==> src/rtl/symbol_serializer_if.sv <==
// symbol_serializer_if: valid/ready word stream feeding the symbol serializer
//   data_sig  WIDTH-bit word from the source
//   valid_sig source has a word on data_sig
//   ready_sig serializer hold buffer can accept a word
interface symbol_serializer_if #(parameter int WIDTH = 8);
    logic [WIDTH-1:0] data_sig;
    logic             valid_sig;
    logic             ready_sig;
    modport master(output data_sig, valid_sig, input ready_sig);
    modport slave(input data_sig, valid_sig, output ready_sig);
endinterface

==> src/rtl/symbol_serializer.sv <==
// symbol_serializer: double-buffered parallel-to-serial stage, one bit per symbol strobe
//   clk_sig        system clock, rising edge
//   reset_sig      asynchronous reset, active-high
//   strobe_sig     symbol tick, single-cycle pulse
//   in_if          word stream (data_sig/valid_sig in, ready_sig out)
//   bit_sig        serial output bit, held for one symbol period
//   bit_valid_sig  bit_sig carries a data bit for this symbol
//   word_start_sig one-cycle pulse: first bit of a word is on bit_sig
//   underrun_sig   one-cycle pulse: strobe arrived with no data available
module symbol_serializer #(
    parameter int WIDTH     = 8,
    parameter bit MSB_FIRST = 1'b1
) (
    input  logic                clk_sig,
    input  logic                reset_sig,
    input  logic                strobe_sig,
    symbol_serializer_if.slave  in_if,
    output logic                bit_sig,
    output logic                bit_valid_sig,
    output logic                word_start_sig,
    output logic                underrun_sig
);
    localparam int RW = $clog2(WIDTH + 1);
    typedef enum logic {EMPTY, SHIFTING} state_t;
    state_t           state, state_n;
    logic [RW-1:0]    rem, rem_n;
    logic [WIDTH-1:0] hold, shreg, shreg_n, src;
    logic             buf_full, buf_full_n, accept, load;
    logic             bit_n, bit_valid_n, word_start_n, underrun_n;
    assign in_if.ready_sig = !buf_full;
    always_ff @(posedge clk_sig or posedge reset_sig) begin
        if (reset_sig) begin
            state          <= EMPTY;
            rem            <= '0;
            hold           <= '0;
            shreg          <= '0;
            buf_full       <= 1'b0;
            bit_sig        <= 1'b0;
            bit_valid_sig  <= 1'b0;
            word_start_sig <= 1'b0;
            underrun_sig   <= 1'b0;
        end else begin
            state          <= state_n;
            rem            <= rem_n;
            shreg          <= shreg_n;
            buf_full       <= buf_full_n;
            bit_sig        <= bit_n;
            bit_valid_sig  <= bit_valid_n;
            word_start_sig <= word_start_n;
            underrun_sig   <= underrun_n;
            if (accept) hold <= in_if.data_sig;
        end
    end
    always_comb begin
        accept       = in_if.valid_sig && !buf_full;
        load         = strobe_sig && state == EMPTY && buf_full;
        // on a load the outgoing bit comes straight from the hold buffer
        src          = load ? hold : shreg;
        state_n      = state;
        rem_n        = rem;
        shreg_n      = shreg;
        buf_full_n   = accept ? 1'b1 : load ? 1'b0 : buf_full;
        bit_n        = bit_sig;
        bit_valid_n  = bit_valid_sig;
        word_start_n = 1'b0;
        underrun_n   = 1'b0;
        if (strobe_sig) begin
            if (state == SHIFTING || load) begin
                bit_n        = MSB_FIRST ? src[WIDTH-1] : src[0];
                bit_valid_n  = 1'b1;
                word_start_n = load;
                shreg_n      = MSB_FIRST ? {src[WIDTH-2:0], 1'b0} : {1'b0, src[WIDTH-1:1]};
                rem_n        = load ? RW'(WIDTH - 1) : rem - RW'(1);
                state_n      = (rem_n == '0) ? EMPTY : SHIFTING;
            end else begin
                bit_n       = 1'b0;
                bit_valid_n = 1'b0;
                underrun_n  = 1'b1;
            end
        end
    end
endmodule
==> src/flat_wrapper.sv <==
// flat-port wrapper written by rule: the top's interface ports become plain ports
module symbol_serializer_flat 
#(
    parameter int WIDTH     = 8,
    parameter bit MSB_FIRST = 1'b1
)
  (clk_sig, reset_sig, strobe_sig, bit_sig, bit_valid_sig, word_start_sig, underrun_sig, in_if_data_sig, in_if_valid_sig, in_if_ready_sig);
  symbol_serializer_if #(.WIDTH(WIDTH)) in_if_i ();
  input  logic clk_sig;
  input  logic reset_sig;
  input  logic strobe_sig;
  output logic bit_sig;
  output logic bit_valid_sig;
  output logic word_start_sig;
  output logic underrun_sig;
  input wire logic [$bits(in_if_i.data_sig)-1:0] in_if_data_sig;
  input wire logic [$bits(in_if_i.valid_sig)-1:0] in_if_valid_sig;
  output wire logic [$bits(in_if_i.ready_sig)-1:0] in_if_ready_sig;
  assign in_if_i.data_sig = in_if_data_sig;
  assign in_if_i.valid_sig = in_if_valid_sig;
  assign in_if_ready_sig = in_if_i.ready_sig;
  symbol_serializer #(.WIDTH(WIDTH), .MSB_FIRST(MSB_FIRST)) u_core (.clk_sig(clk_sig), .reset_sig(reset_sig), .strobe_sig(strobe_sig), .in_if(in_if_i), .bit_sig(bit_sig), .bit_valid_sig(bit_valid_sig), .word_start_sig(word_start_sig), .underrun_sig(underrun_sig));
endmodule
==> config.mk <==
export PLATFORM = sky130hd
export DESIGN_NAME = symbol_serializer_flat
export DESIGN_NICKNAME = d
export VERILOG_FILES = /design/src/rtl/symbol_serializer_if.sv /design/src/rtl/symbol_serializer.sv /design/src/flat_wrapper.sv
export SDC_FILE = /design/constraint.sdc
export NUM_CORES = 1
export LEC_CHECK = 0
export BUFFER_PORTS_ARGS = -buffer_cell sky130_fd_sc_hd__buf_2
export CORE_ASPECT_RATIO = 0.75
export CORE_UTILIZATION = 25
export CTS_CLUSTER_DIAMETER = 80
export CTS_CLUSTER_SIZE = 25
export DETAILED_ROUTE_END_ITERATION = 16
export PLACE_DENSITY = 0.4
export SYNTH_ARGS = -nofsm -noshare
export SYNTH_HDL_FRONTEND = slang
export SYNTH_SLANG_ARGS = --single-unit
==> constraint.sdc <==
create_clock -name clk_sig -period 1.55 [get_ports clk_sig]
set_clock_uncertainty 0.15 [all_clocks]
set_input_delay 0.2325 -clock clk_sig [delete_from_list [all_inputs] [get_ports clk_sig]]
set_output_delay 0.2325 -clock clk_sig [all_outputs]
set_load 0.005 [all_outputs]
==> results.cfg, run 1 <==
[run_status]
status = finished clean

[worst_setup_path]
crit_family = flip-flops
crit_cells = 3
cp_cell_sequence = buf_4 > inv_1 > buf_2
r2r-start = u_core.rem[0]
critPathBufInv = 3
cp.arrival_ns = 1.08
slowest_delay_ns = 0.45
crit_slowest_cell = dfrtp_2
worstPathRequired_ns = 1.17
cp-end-kind = output port
r2r_cells = 5
start_kind = flip-flop
crit_start = u_core.buf_full
critPathKind = flip-flop to output port
cp_max_fo = 9

[global_routing]
grt_max_degree = 26
grt_use_total_pct = 11.2
grt_overflow = 0
grt_pass1_wl_um = 3880
antenna_found_initial = 0
grt_pass1_vias = 811

[routing]
vias = 802
post_drt_wl_per_cell_um = 12.6
drt_drc_violations_left = 0
routed_wl_um = 2220
drtIter0Drc = 42
avgViaCountPerCell = 4.56
drt.antenna.violating_nets = 0
dr.pass1.iters = 4

[floorplan]
fp-row-count = 20
die_h_um = 59.3
die_area_um2 = 4650
initial_core_util_pct = 26.5
fp.dieW_um = 78.4
io_pins = 17
placeableCoreArea_um2 = 4130

[pwr]
ir_drop_mv = 0.548
finalPower_mw = 2.35
leakage_nw = 0.633
p_per_area_nw_per_um2 = 1760

[sta]
rsz0062_at_grt = false
post-route-period-util_pct = 94.4
setup_violations = 0
totalNegativeSetupSlack_ns = 0
relSlewSlack_pct = 78.6
drv_slew = 0
hold_viol = 0
worst_pin_slew_ns = 0.321
fmax_ghz = 0.683
period_needed_ns = 1.46

[layout]
area_delta_synth_final_pct = 22.2
multi_input_area_um2 = 420
ff_latch_area_um2 = 627
num_antenna_cells = 0
num-fill-cells = 436
fin_cells = 176
final_util_pct = 32.4
layout_commonest_cell = dfrtp_1
drive_gt1_share_pct = 33.1
layout_common_cells = dfrtp_1 (24), buf_2 (16), nand2_1 (9), mux2_2 (8), buf_4 (8)
nets = 135

[place]
numPortBuffers = 16
gp_congestion = 0.667
hpwlAfterDp_um = 1610
dp_cells = 171

[logic_synthesis]
synth.area.mux_share_pct = 8.23
syn_area_um2 = 1090
synth_xor_xnor_area_share_pct = 0.800
yosys_register_bits = 25
ys_seq_area_share_pct = 57.1
syn-num-nets = 110
synth_top_family_by_area = compound AO/OA/AOI/OAI gates
yosys.area_share.simple_pct = 12.3
ys_warn_count = 0
synth_compound_area_share_pct = 15.2
ys_types = 24
yosys_most_used_dff = dfrtp_1
synth_async_sr_flop_share_pct = 100
postSynthCellCount = 97
syn_area_per_cell_um2 = 11.3
synthAdderAreaFrac_pct = 1.14
synth_edf_count = 0

[flow_run]
drv_cap = 0

[worst_hold_path]
hp-class = input port to flip-flop
min-delay-start = in_if_data_sig[5]
holdPathStages = 2

[clock_network]
clock-sinks = 25
cts.clk_slew.worst_paths_ns = 0.09
cts-root-buf = clkbuf_8
h-tree-depth = 1
cts_tree = built
clkLatencyLatePin_ns = 0.27
numCtsBuffers = 3
clockBufferDepth = 2
==> sequential cells by signal, indices dropped and copies added (netlist names) <==
register and flops:
u_core.hold 8, u_core.shreg 7, u_core.rem 4, u_core.bit_sig 1, u_core.bit_valid_sig 1, u_core.buf_full 1
u_core.state 1, u_core.underrun_sig 1, u_core.word_start_sig 1
==> worst paths after layout <==
path / to / slack [ns]
setup / recovery: in_if_ready_sig / 0.09
hold / removal: u_core.hold[5] / 0.04
setup reg to reg: u_core.state / 0.10
hold reg to reg: u_core.bit_valid_sig / 0.35
max in group asynchronous: u_core.buf_full / 0.59
min in group asynchronous: u_core.word_start_sig / 0.40
==> area by class of cell <==
| class | instances | area share [%] |
|---|---|---|
| well taps | 55 | 5.15 |
| repair buffers | 25 | 11.2 |
| inverters | 7 | 1.96 |
| multi-input cells | 60 | 31.4 |
| clock buffers | 4 | 3.37 |
| flip-flops and latches | 25 | 46.9 |
==> report_power, final <==
group	switching [mW]	internal (mW)	leakage, nW	total (mW)
clock network	0.206	0.184	0.0228	0.390
registers	0.215	0.940	0.293	1.16
logic	0.365	0.444	0.317	0.809
total	0.786	1.57	0.633	2.35
==> repair_timing <==
item	in CTS	in global routing
setup endpoints to repair	0	2
endpoints found under the hold margin	25	0
buffers inserted	0	0
gates resized for setup	0	2
hold buffers	1	0
==> metrics by stage <==
step / instance area, µm² / hold WS [ns] / worst slack [ns]
CTS: 1330 / 0.0353 / 0.0306
floorplan: 1090 / 0.110 / 0.196
finish: 1340 / 0.0399 / 0.0867
global placement: 1270 / 0.157 / 0.147
global route: 1340 / 0.0343 / 0.0141
detailed placement: 1270 / 0.158 / 0.0462
==> cells by family after synthesis <==
logic type,count (synthesis)
and+or+nand+nor,26
AOI/OAI and AO/OA,24
DFF,25
adders and majority gates,1
xor gates and xnor gates,1
muxes,8
buffers and inverters,12
==> cells in the mapped netlist, types with 2 or more instances <==
cell type | n | area share (%)
nand3_1 | 3 | 1.4
buf_2 | 3 | 1.4
o22ai_1 | 6 | 3.4
mux2_2 | 8 | 8.2
and3_1 | 2 | 1.1
nand3b_1 | 3 | 2.1
o21ai_0 | 3 | 1.4
nand2_1 | 9 | 3.1
buf_4 | 2 | 1.4
inv_1 | 7 | 2.4
a22o_1 | 5 | 4.0
a21oi_1 | 5 | 2.3
dfrtp_1 | 25 | 57
nor2b_1 | 2 | 1.1
nor2_1 | 5 | 1.7
==> routing by layer <==
metal	vias up	track usage [%]	part of all wire, %
met5	-	0	0
met4	0	2.38	0.72
met3	2	3.69	3.5
met2	12	18.2	46
met1	397	14.6	50
li1	391	-	-
No activity file was read; power rests on OpenSTA's default activity.
==> inputs of run 2 (changes only) <==
- REMOVE_ABC_BUFFERS: unset -> 1
==> run 2 against run 1 <==
Die area did not move. Critical path type unchanged. Highest routed layer unchanged. Worst setup slack about the same. First-iteration DRC count down 60%. Non-clock buffer count increased by 1. Global-route usage increased by 0.35 points. Clock-buffer cell count shrank 1. Core utilization is 0.21 points higher.
==> results.cfg, run 2 (synthesized netlist as in run 1, its figures left out) <==
[pwr]
ir_drop_mv = 0.677
swShare_pct = 33.6
p_int_mw = 1.58
p_seq_share_pct = 49.0
switchingPower_uw = 800
pwr-share-clk_pct = 16.2
leakage_nw = 0.639
finalPower_mw = 2.38
p_per_area_nw_per_um2 = 1770
power_frac_comb_pct = 34.8

[layout]
largest_register = u_core.hold
layout_common_cells = dfrtp_1 (24), buf_2 (16), nand2_1 (9), buf_4 (9), mux2_2 (8)
final_util_pct = 32.6
largest_reg_flops = 8
nets = 136
drive_gt1_share_pct = 34.4
num_antenna_cells = 0
num-fill-cells = 419
layout_commonest_cell = dfrtp_1
top_regs = u_core.hold: 8 flops, u_core.shreg: 7 flops, u_core.rem: 4 flops
fin_cells = 177
area_delta_synth_final_pct = 23.0

[worst_setup_path]
rr_endpoint = u_core.state
cp.arrival_ns = 1.08
cp-end-kind = output port
slowest_delay_ns = 0.46
r2r-start = u_core.rem[0]
cp_max_fo = 8
cp_cell_sequence = buf_4 > inv_1 > buf_2
start_kind = flip-flop
crit_start = u_core.buf_full
critPathBufInv = 3
r2r_cells = 5
critPathKind = flip-flop to output port
reg2reg_slack_ns = 0.11
crit_family = flip-flops
worstPathRequired_ns = 1.17
crit_slowest_cell = dfrtp_2

[place]
gp_congestion = 0.715
dp_cells = 171
numPortBuffers = 16
hpwlAfterDp_um = 1680

[run_status]
status = finished clean

[routing]
post_drt_wl_per_cell_um = 13.1
drt_drc_violations_left = 0
dr.pass1.iters = 4
drtIter0Drc = 17
avgViaCountPerCell = 4.38
vias = 775
drt.antenna.violating_nets = 0
routed_wl_um = 2330

[sta]
finalHoldWorstSlack_ns = 0.0382
fmax_ghz = 0.684
post-route-period-util_pct = 94.4
setup_violations = 0
drv_slew = 0
worst_pin_slew_ns = 0.322
period_needed_ns = 1.46
totalNegativeSetupSlack_ns = 0
rsz0062_at_grt = false
relSlewSlack_pct = 78.6
hold_viol = 0

[floorplan]
die_area_um2 = 4650
placeableCoreArea_um2 = 4130
die_h_um = 59.3
initial_core_util_pct = 26.5
fp-row-count = 20
fp.dieW_um = 78.4
io_pins = 17

[clock_network]
cts-root-buf = clkbuf_8
clockBufferDepth = 2
clkLatencyLatePin_ns = 0.27
clock-sinks = 25
cts.clk_slew.worst_paths_ns = 0.09
cts_tree = built
h-tree-depth = 1
numCtsBuffers = 3

[worst_hold_path]
hold_end = u_core.hold[6]
min-delay-start = in_if_data_sig[6]
holdPathStages = 2
hp-class = input port to flip-flop

[global_routing]
antenna_found_initial = 0
grt_pass1_vias = 785
grt_overflow = 0
grt_pass1_wl_um = 3950
grt_max_degree = 26
grt_use_total_pct = 11.5

[flow_run]
drv_cap = 0
[run 2: cell count changes in the layout (fill, tap and decap cells not counted)]
cell / previous run / this run
buf_4: 8 / 9
clkbuf_1: 1 / 0
clkinv_2: 0 / 1
[run 2: area by class of cell]
type	instances	area, µm²	share of cell area (%)
clock inverters	1	5.00	0.372
inverters	7	26.3	1.95
repair buffers	26	158	11.7
clock buffers	3	41.3	3.07
well taps	55	68.8	5.11
flip-flops and latches	25	627	46.6
multi-input cells	60	420	31.2
[run 2: power groups by stage]
stage / clock network [mW] / registers (mW) / logic (mW)
after floorplan: 0 / 1.13 / 0.554
after global routing: 0.441 / 1.21 / 0.939
final: 0.386 / 1.17 / 0.830
after global placement: 0 / 1.18 / 0.785
after CTS: 0.404 / 1.17 / 0.809
after detailed placement: 0 / 1.18 / 0.805
[run 2: stage by stage]
stage | worst slack (ns) | area, µm²
finish | 0.0872 | 1350
global route | 0.0151 | 1350
CTS | 0.0303 | 1330
detailed placement | 0.0615 | 1270
global placement | 0.0615 | 1270
floorplan | -0.0134 | 1060
[run 2: worst max path at each step]
stage | slack, ns | cells past startpoint | endpoint
floorplan | -0.01 | 2 | u_core.hold[0]
global placement | 0.06 | 5 | u_core.state
detailed placement | 0.06 | 5 | u_core.state
CTS | 0.03 | 3 | in_if_ready_sig
global route | 0.02 | 5 | u_core.state
finish | 0.09 | 3 | in_if_ready_sig
[run 2: metal layers]
metal	global-route usage [%]	routed length (µm)	part of all wire (%)
met1	16.3	1250	54
met2	17.2	979	42
met3	3.69	86	3.7
met4	2.38	9	0.39
met5	0	0	0
[run 2: timing repair]
item | in CTS | in global routing
setup endpoints to repair | 0 | 2
buffers inserted | 0 | 1
hold buffers | 1 | 0
endpoints found under the hold margin | 25 | 0
resized for setup | 0 | 2
==> inputs of run 3 (changes only) <==
- CORE_MARGIN: unset -> 4
==> run 3 against run 2 <==
Final cell count down 1.1%. Non-clock buffer count down 2. Power down 1.9%. Largest cell class unchanged. First-iteration DRC count up 110%. Largest power group unchanged. Combinational power down 3.6%. Maximum frequency up 0.15%.
==> results.cfg, run 3 (synthesized netlist as in run 1, its figures left out) <==
[sta]
hold_viol = 0
worst_pin_slew_ns = 0.323
drv_slew = 0
rsz0062_at_grt = false
relSlewSlack_pct = 78.5
finalHoldWorstSlack_ns = 0.0417
period_needed_ns = 1.46
setup_violations = 0
fmax_ghz = 0.685
post-route-period-util_pct = 94.2

[layout]
num-fill-cells = 437
largest_register = u_core.hold
ff_latch_area_um2 = 626
final_util_pct = 32.0
area_delta_synth_final_pct = 20.7
nets = 134
drive_gt1_share_pct = 30.8
layout_common_cells = dfrtp_1 (25), buf_2 (16), nand2_1 (9), mux2_2 (8)
fin_cells = 175
largest_reg_flops = 8
layout_commonest_cell = dfrtp_1
num_antenna_cells = 0
final_area_um2 = 1320
top_regs = u_core.hold: 8 flops, u_core.shreg: 7 flops, u_core.rem: 4 flops
multi_input_area_um2 = 413

[global_routing]
grt_pass1_vias = 810
grt_pass1_wl_um = 3880
grt_max_degree = 26
antenna_found_initial = 0
grt_use_total_pct = 9.09
grt_overflow = 0

[place]
dp_cells = 170
place_area_um2 = 1270
numPortBuffers = 16
gp_congestion = 0.745
hpwlAfterDp_um = 1690

[pwr]
pwr-share-clk_pct = 16.3
p_seq_share_pct = 49.5
ir_drop_mv = 0.441
finalPower_mw = 2.34
leakage_nw = 0.624
swShare_pct = 33.3
power_frac_comb_pct = 34.3
p_int_mw = 1.56
switchingPower_uw = 779
p_per_area_nw_per_um2 = 1770

[worst_hold_path]
min-delay-start = in_if_valid_sig
hold_end = u_core.buf_full
hp-class = input port to flip-flop
holdPathStages = 3

[floorplan]
placeableCoreArea_um2 = 4130
die_area_um2 = 5510
fp-row-count = 20
die_h_um = 65.3
initial_core_util_pct = 26.5
fp.dieW_um = 84.4
io_pins = 17

[clock_network]
numCtsBuffers = 3
cts-root-buf = clkbuf_8
cts.clk_slew.worst_paths_ns = 0.08
clock-sinks = 25
h-tree-depth = 1
postCtsSetupRepairBufs = 0
clockBufferDepth = 2
cts_tree = built
cts.repair.resized = 0
clkLatencyLatePin_ns = 0.26
cts_hold_buf = 1

[worst_setup_path]
rr_endpoint = u_core.state
start_kind = flip-flop
reg2reg_slack_ns = 0.09
cp-end-kind = flip-flop
crit_slowest_cell = dfrtp_1
crit_family = flip-flops
r2r-start = u_core.rem[0]
crit_start = u_core.rem[0]
cp_max_fo = 4
r2r_cells = 5
cp_cell_sequence = inv_1 > ha_1 > xor2_1 > o41ai_1 > nand2_1
crit_cells = 5
worstPathRequired_ns = 1.55
cp.arrival_ns = 1.46
critPathKind = flip-flop to flip-flop
slowest_delay_ns = 0.39
critPathBufInv = 1

[routing]
drtIter0Drc = 36
drt.antenna.violating_nets = 0
routed_wl_um = 2300
drt_drc_violations_left = 0
avgViaCountPerCell = 4.38
dr.pass1.iters = 3
vias = 767
post_drt_wl_per_cell_um = 13.1

[flow_run]
drv_cap = 0

[run_status]
status = finished clean
[run 3: cell types whose count changed in the layout (fill, tap and decap cells not counted)]
cell,previous run,this run
buf_4,9,7
clkbuf_1,0,1
clkinv_2,1,0
dfrtp_1,24,25
dfrtp_2,1,0
o41ai_1,0,1
o41ai_2,1,0
[run 3: worst reg2reg max path, cell delays in order, from the launching register on]
cell and delay, ns:
dfrtp_1 0.39, inv_1 0.07, ha_1 0.23, xor2_1 0.17
o41ai_1 0.25, nand2_1 0.08
[run 3: layer usage]
metal / routed length [µm] / vias up / GRT usage (%)
met4: 25 / 0 / 3.56
met5: 0 / - / 0
met2: 958 / 14 / 13.6
li1: - / 385 / -
met3: 101 / 2 / 3.01
met1: 1210 / 366 / 12.2
[run 3: per-stage QoR]
step	TNS, ns	setup slack, ns
after floorplan	-0.107	-0.0134
after global placement	0	0.135
after detailed placement	0	0.0932
after CTS	0	0.0816
after global routing	0	0.0221
final	0	0.0894
[run 3: how the worst max path moves through the flow]
| stage | to | slack, ns |
|---|---|---|
| CTS | u_core.state | 0.08 |
| global route | u_core.state | 0.02 |
| global placement | u_core.state | 0.14 |
| finish | u_core.state | 0.09 |
| detailed placement | u_core.state | 0.09 |
| floorplan | u_core.hold[0] | -0.01 |
[run 3: final cells by class]
type,instances,share of cell area (%)
Multi-Input combinational cell,60,31.2
Inverter,7,1.99
Sequential cell,25,47.3
Timing Repair Buffer,24,10.8
Tap cell,55,5.21
Clock buffer,4,3.41
[run 3: power groups by stage]
stage	clock network [mW]	logic, mW	registers, mW
global route	0.425	0.915	1.19
CTS	0.406	0.818	1.15
global placement	0	0.785	1.16
detailed placement	0	0.814	1.16
finish	0.381	0.800	1.16
floorplan	0	0.554	1.13
